==> src/rtl/mem_copy_engine.sv <==
`default_nettype none
// ============================================================================
//  Module      : mem_copy_engine
//  Description : Block-copy initiator for an 8-bit memory with one
//                synchronous write port and one combinational read port.
//                A start command copies `length` cells from src_address to
//                dst_address, one cell per clock. Copies are overlap-safe
//                (memmove semantics), and all address arithmetic wraps
//                modulo 2^ADDR_WIDTH.
//
//  Ports       :
//    clock             in   system clock, rising-edge
//    reset             in   asynchronous, active-low reset
//    start             in   copy request, sampled only when idle
//    src_address       in   first source cell
//    dst_address       in   first destination cell
//    length            in   cells to copy (0 = no transfer)
//    busy              out  high from the cycle after start until done
//    done              out  one-cycle completion pulse
//    checksum          out  mod-2^DATA_WIDTH sum of the copied cells
//    mem_read_address  out  memory read address
//    mem_write_address out  memory write address
//    mem_write_data    out  memory write data (= mem_read_data)
//    mem_write_enable  out  memory write enable
//    mem_read_data     in   memory read data (combinational)
//
//  Build option: define MEM_COPY_CHECKSUM_EN to enable the running
//                checksum; otherwise checksum is tied to zero.
//
//  Revision    : 1.0  initial release
// ============================================================================
module mem_copy_engine #(
  parameter int ADDR_WIDTH = 8,
  parameter int DATA_WIDTH = 8
) (
  input  logic                  clock,
  input  logic                  reset,
  input  logic                  start,
  input  logic [ADDR_WIDTH-1:0] src_address,
  input  logic [ADDR_WIDTH-1:0] dst_address,
  input  logic [ADDR_WIDTH-1:0] length,
  output logic                  busy,
  output logic                  done,
  output logic [DATA_WIDTH-1:0] checksum,
  output logic [ADDR_WIDTH-1:0] mem_read_address,
  output logic [ADDR_WIDTH-1:0] mem_write_address,
  output logic [DATA_WIDTH-1:0] mem_write_data,
  output logic                  mem_write_enable,
  input  logic [DATA_WIDTH-1:0] mem_read_data
);

  localparam logic [1:0] c_IDLE = 2'd0;
  localparam logic [1:0] c_COPY = 2'd1;
  localparam logic [1:0] c_DONE = 2'd2;

  localparam logic [ADDR_WIDTH-1:0] c_ADDR_ZERO = '0;
  localparam logic [ADDR_WIDTH-1:0] c_ADDR_ONE  = {{(ADDR_WIDTH-1){1'b0}}, 1'b1};

  logic [1:0]            r_state;
  logic [ADDR_WIDTH-1:0] r_len;
  logic [ADDR_WIDTH-1:0] r_count;
  logic [ADDR_WIDTH-1:0] r_rd_ptr;
  logic [ADDR_WIDTH-1:0] r_wr_ptr;
  logic                  r_backward;
  logic                  r_busy;
  logic                  r_done;
  logic [ADDR_WIDTH-1:0] r_rd_addr;
  logic [ADDR_WIDTH-1:0] r_wr_addr;
  logic                  r_we;

  logic [ADDR_WIDTH-1:0] w_delta;
  logic                  w_backward;
  logic [ADDR_WIDTH-1:0] w_len_m1;
  logic [ADDR_WIDTH-1:0] w_rd_first;
  logic [ADDR_WIDTH-1:0] w_wr_first;
  logic                  w_accept;

  // A destination that lies strictly inside the source window (ahead of
  // src by less than length) would be clobbered by a forward walk, so such
  // copies run from the top cell down. d == 0 copies in place, forward.
  assign w_delta    = dst_address - src_address;
  assign w_backward = (w_delta != c_ADDR_ZERO) && (w_delta < length);
  assign w_len_m1   = length - c_ADDR_ONE;
  assign w_rd_first = w_backward ? (src_address + w_len_m1) : src_address;
  assign w_wr_first = w_backward ? (dst_address + w_len_m1) : dst_address;
  assign w_accept   = (r_state == c_IDLE) && start;

  // Write data is the read port looped straight back: the engine never
  // holds the byte in flight.
  assign mem_write_data    = mem_read_data;
  assign busy              = r_busy;
  assign done              = r_done;
  assign mem_read_address  = r_rd_addr;
  assign mem_write_address = r_wr_addr;
  assign mem_write_enable  = r_we;

  // The memory-facing outputs are registered, so each step is issued one
  // cycle after the FSM decides it. The first COPY cycle after acceptance
  // therefore carries no write; it is the slot in which step 0 is
  // registered. A zero-length copy passes through that slot with nothing
  // to issue and goes straight on to DONE, which keeps its done timing one
  // cycle after the accepting edge.
  always_ff @(posedge clock or negedge reset) begin
    if (!reset) begin
      r_state    <= c_IDLE;
      r_len      <= '0;
      r_count    <= '0;
      r_rd_ptr   <= '0;
      r_wr_ptr   <= '0;
      r_backward <= 1'b0;
      r_busy     <= 1'b0;
      r_done     <= 1'b0;
      r_rd_addr  <= '0;
      r_wr_addr  <= '0;
      r_we       <= 1'b0;
    end else begin
      case (r_state)
        c_IDLE: begin
          r_done <= 1'b0;
          r_we   <= 1'b0;
          if (start) begin
            r_len      <= length;
            r_count    <= '0;
            r_rd_ptr   <= w_rd_first;
            r_wr_ptr   <= w_wr_first;
            r_backward <= w_backward;
            r_busy     <= 1'b1;
            r_state    <= c_COPY;
          end
        end

        c_COPY: begin
          if (r_count == r_len) begin
            // Every step has been issued; the last write commits at this
            // edge, so completion is reported in the following cycle.
            r_we    <= 1'b0;
            r_busy  <= 1'b0;
            r_done  <= 1'b1;
            r_state <= c_DONE;
          end else begin
            r_rd_addr <= r_rd_ptr;
            r_wr_addr <= r_wr_ptr;
            r_we      <= 1'b1;
            r_count   <= r_count + c_ADDR_ONE;
            if (r_backward) begin
              r_rd_ptr <= r_rd_ptr - c_ADDR_ONE;
              r_wr_ptr <= r_wr_ptr - c_ADDR_ONE;
            end else begin
              r_rd_ptr <= r_rd_ptr + c_ADDR_ONE;
              r_wr_ptr <= r_wr_ptr + c_ADDR_ONE;
            end
          end
        end

        c_DONE: begin
          // The done cycle ignores start; a new request is taken in the
          // IDLE cycle that follows.
          r_done  <= 1'b0;
          r_we    <= 1'b0;
          r_state <= c_IDLE;
        end

        default: begin
          r_busy  <= 1'b0;
          r_done  <= 1'b0;
          r_we    <= 1'b0;
          r_state <= c_IDLE;
        end
      endcase
    end
  end

`ifdef MEM_COPY_CHECKSUM_EN
  logic [DATA_WIDTH-1:0] r_checksum;

  // Accumulates on the same edges that commit writes, so it sums exactly
  // the bytes that land in the destination and is complete when done rises.
  always_ff @(posedge clock or negedge reset) begin
    if (!reset) begin
      r_checksum <= '0;
    end else if (w_accept) begin
      r_checksum <= '0;
    end else if (r_we) begin
      r_checksum <= r_checksum + mem_read_data;
    end
  end

  assign checksum = r_checksum;
`else
  logic w_unused_accept;
  assign w_unused_accept = w_accept;
  assign checksum        = '0;
`endif

endmodule
`default_nettype wire
==> config.mk <==
export PLATFORM = sky130hd
export DESIGN_NAME = mem_copy_engine
export DESIGN_NICKNAME = d
export VERILOG_FILES = /design/src/rtl/mem_copy_engine.sv
export SDC_FILE = /design/constraint.sdc
export NUM_CORES = 1
export LEC_CHECK = 0
export CORE_ASPECT_RATIO = 1.4
export CORE_MARGIN = 8
export CORE_UTILIZATION = 30
export CTS_BUF_LIST = sky130_fd_sc_hd__clkbuf_8
export DETAILED_ROUTE_END_ITERATION = 7
export SETUP_SLACK_MARGIN = 0.2
export SYNTH_ARGS = -nofsm -noshare
export SYNTH_HDL_FRONTEND = slang
export SYNTH_SLANG_ARGS = --single-unit
==> constraint.sdc <==
create_clock -name clock -period 2.4 [get_ports clock]
set_input_delay 0.24 -clock clock [delete_from_list [all_inputs] [get_ports clock]]
set_output_delay 0.24 -clock clock [all_outputs]
set_load 0.02 [all_outputs]
### Yosys cells after proc, flatten, opt, wreduce, memory -nomap -nowiden

Index checks and enable logic that the tools add are counted.
W data, S select, Z words.

* add/sub/neg operators: 9
* magnitude comparators: 1
* equal/unequal tests: 6
* mux-type cells: 23
* bitwise operators: 2
* reductions and logical operators: 9

Operators by type and width (number)
* $mux W8: 10
* $pmux W8 S2: 3
* $add A8 B1 Y8 const B: 3
* $sub A8 B1 Y8 const B: 3
* $add A8 B8 Y8: 2
* $eq A8 B8 Y1: 1
* $lt A8 B8 Y1: 1
* $reduce_bool A8 Y1: 1
* $sub A8 B8 Y8: 1
* $mux W1: 6
* $ne A2 B2 Y1 const B: 3
* $reduce_and A2 Y1: 3
* $reduce_and A3 Y1: 2
* $mux W2: 2
* $pmux W2 S2: 1
* $pmux W1 S3: 1
* $eq A2 B1 Y1 const B: 1
* $eq A2 B2 Y1 const B: 1
* $logic_not A2 Y1: 1
* $not A1 Y1: 2
* $reduce_bool A2 Y1: 1
* $logic_and A1 B1 Y1: 1

* flip-flop bits (word level): 54
* input port bits: 35
* output and inout bits: 35
* word-level logic and storage cells: 61

### Depth between registers and ports, before layout

* depth after elaboration: 6
* depth in mapped cells: 17

### Least setup slack after synthesis

Ideal clock, no wire load.

* path type: in2reg
* from: input port dst_address[0]
* to: register r_rd_ptr[2]
* setup time: 0.126 ns
* arrival: 3.734 ns
* required time: 2.274 ns
* setup slack: -1.460 ns
* stages on the path: 17
* path buffers: 1
* cell sequence: inv_1 -> ha_1 -> inv_1 -> fa_1 -> and3_2 -> o21ai_0 -> nand3_1 -> o311ai_2 -> ha_1 -> and4_1 -> o21ai_1 -> a21oi_1 -> a2111oi_2 -> o31ai_4 -> and2_1 -> buf_4 -> a221o_1

* cells in the longest elaborated chain, start to end: 6
* elaborated cells on any way between the ends: 7
* those cells by class: add/sub (1); order compare (1); mux (3); reduce/logical (2)

RTL lines
* start: declaration: RTL line 40 `input logic [ADDR_WIDTH-1:0] dst_address,`
* $sub A8 B8 Y8 (*): RTL line 81 `assign w_delta = dst_address - src_address;`
* $lt A8 B8 Y1 / $reduce_bool A8 Y1 (equally long branches): RTL line 82 `assign w_backward = (w_delta != c_ADDR_ZERO) && (w_delta < length);`
* $logic_and A1 B1 Y1 (*): RTL line 82
* $mux W8 (*): RTL line 84 `assign w_rd_first = w_backward ? (src_address + w_len_m1) : src_address;`
* $mux W8 (*): RTL line 121 `if (start) begin`
* $pmux W8 S2 (*): RTL line 117 `case (r_state)`
* end signal: assignment: RTL line 124 `r_rd_ptr <= w_rd_first;`
* end signal: assignment: RTL line 146 `r_rd_ptr <= r_rd_ptr - c_ADDR_ONE;`
* end signal: assignment: RTL line 149 `r_rd_ptr <= r_rd_ptr + c_ADDR_ONE;`
* end: declaration: RTL line 62 `logic [ADDR_WIDTH-1:0] r_rd_ptr;`

Mark *: on every way between the ends. The rest lies on a longest branch, timed or not. The select of a mux whose other input is x is not followed.
A chain may end at the register's enable or synchronous reset.

### Final worst setup path

* from: input port src_address[3]
* to: register r_rd_ptr[4]

* cells in the longest elaborated chain, start to end: 6
* elaborated cells on any way between the ends: 8
* those cells by class: add/sub (2); order compare (1); mux (3); reduce/logical (2)

RTL lines
* start: declaration: RTL line 39 `input logic [ADDR_WIDTH-1:0] src_address,`
* $sub A8 B8 Y8: RTL line 81
* $lt A8 B8 Y1 / $reduce_bool A8 Y1 (equally long branches): RTL line 82
* $logic_and A1 B1 Y1: RTL line 82
* $mux W8 (*): RTL line 84
* $mux W8 (*): RTL line 121
* $pmux W8 S2 (*): RTL line 117

Marks and branches as above.

==> impl_metrics.json <==
{
  "outcome": "finished with violations",
  "failed_checks": "negative setup slack",
  "synth.lib_cells_used.distinct": 61,
  "skew_ns": 0.009240,
  "edff_count_synth": 0,
  "grt_overflow": 0,
  "tritoncts": "built",
  "tightest_slew_ns": 0.5188,
  "min_path_type": "in -> reg",
  "power_frac_comb_pct": 37.2,
  "portion_of_the_post_synthesis_area_used_by_sequential_elements_pct": 31.64,
  "total_switching_power_uw": 716.7,
  "antenna_violating_nets_post_route": 0,
  "yosys.cell_count.top_type": "nand2_1",
  "postSynthAreaPerCell_um2": 8.787,
  "die_x_um": 116.8,
  "number_of_endpoints_failing_setup_at_the_final_stage": 17,
  "drt_pass1_iterations": 4,
  "vias_per_cell": 4.808,
  "first_iter_violations": 93,
  "cp_data_arrival_time_ns": 3.14,
  "diodes": 0,
  "power_frac_seq_pct": 37.9,
  "clock_transition_at_path_regs_ns": 0.09,
  "ys_top_cells_by_count": "nand2_1 (67), dfrtp_1 (54), ha_1 (42)",
  "unrepaired_setup_endpoints_after_global_routing": "yes",
  "placer_congestion": 0.8271,
  "floorplan.die_area_mm2": 0.01836,
  "via_count": 3957,
  "place_inst": 801,
  "layout-drive-gt1-share_pct": 31.66,
  "start_util_pct": 30.70,
  "first_global_vias": 4271,
  "flow.area_growth_from_synthesis_pct": 45.71,
  "port_buffers": 45,
  "power_frac_clock_pct": 25.0,
  "power_uw": 2399,
  "achievable-frequency_ghz": 0.3427,
  "post-route-period-util_pct": 121.6,
  "yosys.area.top_type": "dfrtp_1",
  "worstSetupEndpointType": "flip-flop",
  "maximum_number_of_pins_on_one_net_before_global_route_repair": 37,
  "drv_slew": 0,
  "total_leakage_power_uw": 0.002923,
  "netSwitchingFraction_pct": 29.88,
  "routedWlPerCell_um": 15.21,
  "dr_drc_count": 0,
  "cts_buffer_depth": 2,
  "ios": 70,
  "die_height_um": 157.2,
  "core_area_mm2": 0.01391,
  "root_buffer": "clkbuf_8",
  "detailed_place_hpwl_mm": 10.01,
  "startpoint_type": "input port",
  "seqCellArea_mm2": 0.001354,
  "power.density_cell_area_mw_per_mm2": 385.5,
  "wp_data_required_ns": 2.62,
  "core.rowCount": 51,
  "setup_ws_post_layout_ns": -0.5178,
  "synth_top_area_share_pct": 31.64,
  "finalWirelength_mm": 12.52,
  "synthArstFlopShare_pct": 100.0,
  "worstSkewPairLatency_ns": 0.31,
  "period_needed_ns": 2.918,
  "synth_warnings": 0,
  "initial_antenna_violation_count": 0,
  "max_cap_viol_count": 0,
  "htree_levels": 2,
  "layoutNonFillerInstCount": 823,
  "fillers": 1360,
  "netlist_area_mm2": 0.004270,
  "hold_viol": 0,
  "worst_slew_margin_rel_pct": 65.33,
  "grt_usage_pct": 14.14,
  "worst_vdd_drop_uv": 182.2,
  "wire_length_of_the_first_global_routing_pass_mm": 20.58,
  "tritoncts.num_buffers": 5,
  "syn_inst_count": 486,
  "synth_flop_cell": "dfrtp_1",
  "cts.sink_count": 54,
  "multi_input_area_mm2": 0.002962,
  "cellInternalPower_uw": 1682,
  "synth.ff_latch_count": 54,
  "worst-path-max-fanout": 6,
  "final_net_count": 719,
  "synth_top_cells_by_area": "dfrtp_1 (32%), ha_1 (12%), nand2_1 (5.9%)",
  "crit_type": "in -> reg"
}
==> layer usage <==
metal / GRT usage (%) / wire length, um / vias up
li1: - / - / 1979
met1: 14.65 / 4670 / 1885
met2: 27.12 / 6891 / 67
met3: 1.304 / 417 / 26
met4: 7.222 / 539 / 0
met5: 0 / 0 / -
==> layout make-up <==
type | instances | area share (%)
repair buffers | 165 | 22.58
multi-input cells | 374 | 47.60
clock buffers | 5 | 1.106
inverters | 35 | 2.373
well taps | 185 | 3.720
flip-flops and latches | 54 | 21.76
repair inverters | 2 | 0.2011
clock inverters | 3 | 0.6636
==> registers in the layout, summed over array words and instances, names as in the netlist <==
| name | flops |
|---|---|
| r_count | 8 |
| mem_write_address | 8 |
| r_state | 2 |
| done | 1 |
| r_wr_ptr | 8 |
| r_len | 8 |
| mem_write_enable | 1 |
| r_backward | 1 |
| busy | 1 |
| r_rd_ptr | 8 |
| mem_read_address | 8 |
==> worst paths after layout <==
kind / from / end / slack (ns) / cells past startpoint
setup / recovery: src_address[3] / r_rd_ptr[4]$_DFFE_PN0P_ / -0.52 / 15
hold / removal: dst_address[0] / r_wr_ptr[0]$_DFFE_PN0P_ / 0.29 / 3
setup reg to reg: r_backward$_DFFE_PN0P_ / r_wr_ptr[6]$_DFFE_PN0P_ / -0.01 / 9
hold reg to reg: mem_read_address[3]$_DFFE_PN0P_ / mem_read_address[3]$_DFFE_PN0P_ / 0.47 / 2
max in group asynchronous: reset / mem_write_address[1]$_DFFE_PN0P_ / 1.36 / 3
min in group asynchronous: reset / r_count[5]$_DFFE_PN0P_ / 0.37 / 2
==> cells by family (layout without fill, tap and decap cells) <==
kind of cell	after synthesis	in the layout	share of synthesized area [%]
fa+ha+maj	47	47	14.65
mux	2	2	0.4981
other cells	1	8	0.08781
simple gates	160	160	17.84
buf+inv	65	210	7.413
xor+xnor	43	43	8.819
flops	54	54	31.64
compound gates	114	114	19.04
==> timing repair <==
item / CTS / global route
endpoints found under the hold margin: 15 / 0
hold buffers: 1 / 0
buffers inserted: 6 / 3
pin swaps: 29 / 27
gates resized for setup: 75 / 19
endpoints found under the setup margin: 27 / 19
cloned: 3 / 1
==> power groups by stage <==
stage,logic (uW),registers [uW],clock network (uW)
2_1_floorplan,402,927,0
3_3_place_gp,752,927,0
3_5_place_dp,772,927,0
4_1_cts,864,909,622
5_1_grt,970,909,645
6_report,891,909,599
==> worst max-delay path, cell delays in order <==
cell and delay [ns]:
dlygate4sd2_1 0.26, inv_2 0.08, ha_4 0.21, a21o_4 0.23, or3_4 0.37, and2_4 0.16, ha_4 0.20, and4_1 0.18
o21ai_1 0.09, a21oi_2 0.06, a2111oi_4 0.29, o31ai_4 0.17, and2_4 0.20, buf_4 0.15, a221oi_2 0.24
==> per-stage QoR <==
step | instance area [um^2] | hold slack [ns] | setup TNS (ns) | setup WS [ns] | util, %
final | 6222 | 0.2894 | -8.006 | -0.5178 | 44.73
after global routing | 6222 | 0.2870 | -10.16 | -0.6499 | 44.73
after CTS | 6097 | 0.2882 | -10.43 | -0.6575 | 43.83
after detailed placement | 5682 | 0.1779 | -25.44 | -1.595 | 40.84
after global placement | 5682 | 0.1751 | -24.11 | -1.498 | 40.84
after floorplan | 4383 | -0.05559 | -12.23 | -0.9199 | -
==> placed cells by master (no fill, tap or decap), types with 3 or more instances in the layout <==
master           instances
a21boi_0                 4
a21o_1                   9
a21oi_1                 20
a221oi_2                 7
a31oi_1                  3
and3_1                   4
buf_4                  108
buf_6                    9
clkbuf_8                 5
clkdlybuf4s50_1         30
clkinvlp_4               3
conb_1                   8
dfrtp_1                 52
dlygate4sd2_1            9
fa_1                     4
ha_1                    33
ha_4                     9
inv_1                   27
inv_2                    7
nand2_1                 66
nand3_1                 13
nand4_1                  3
nor2_1                  27
nor2b_1                  5
nor3_1                   3
nor3_2                   4
nor4_1                   6
o211ai_1                 3
o21a_1                   6
o21ai_0                 27
o31ai_1                  4
or3_1                    7
xnor2_1                 16
xor2_1                  26
Power figures use the tool's default switching activity.
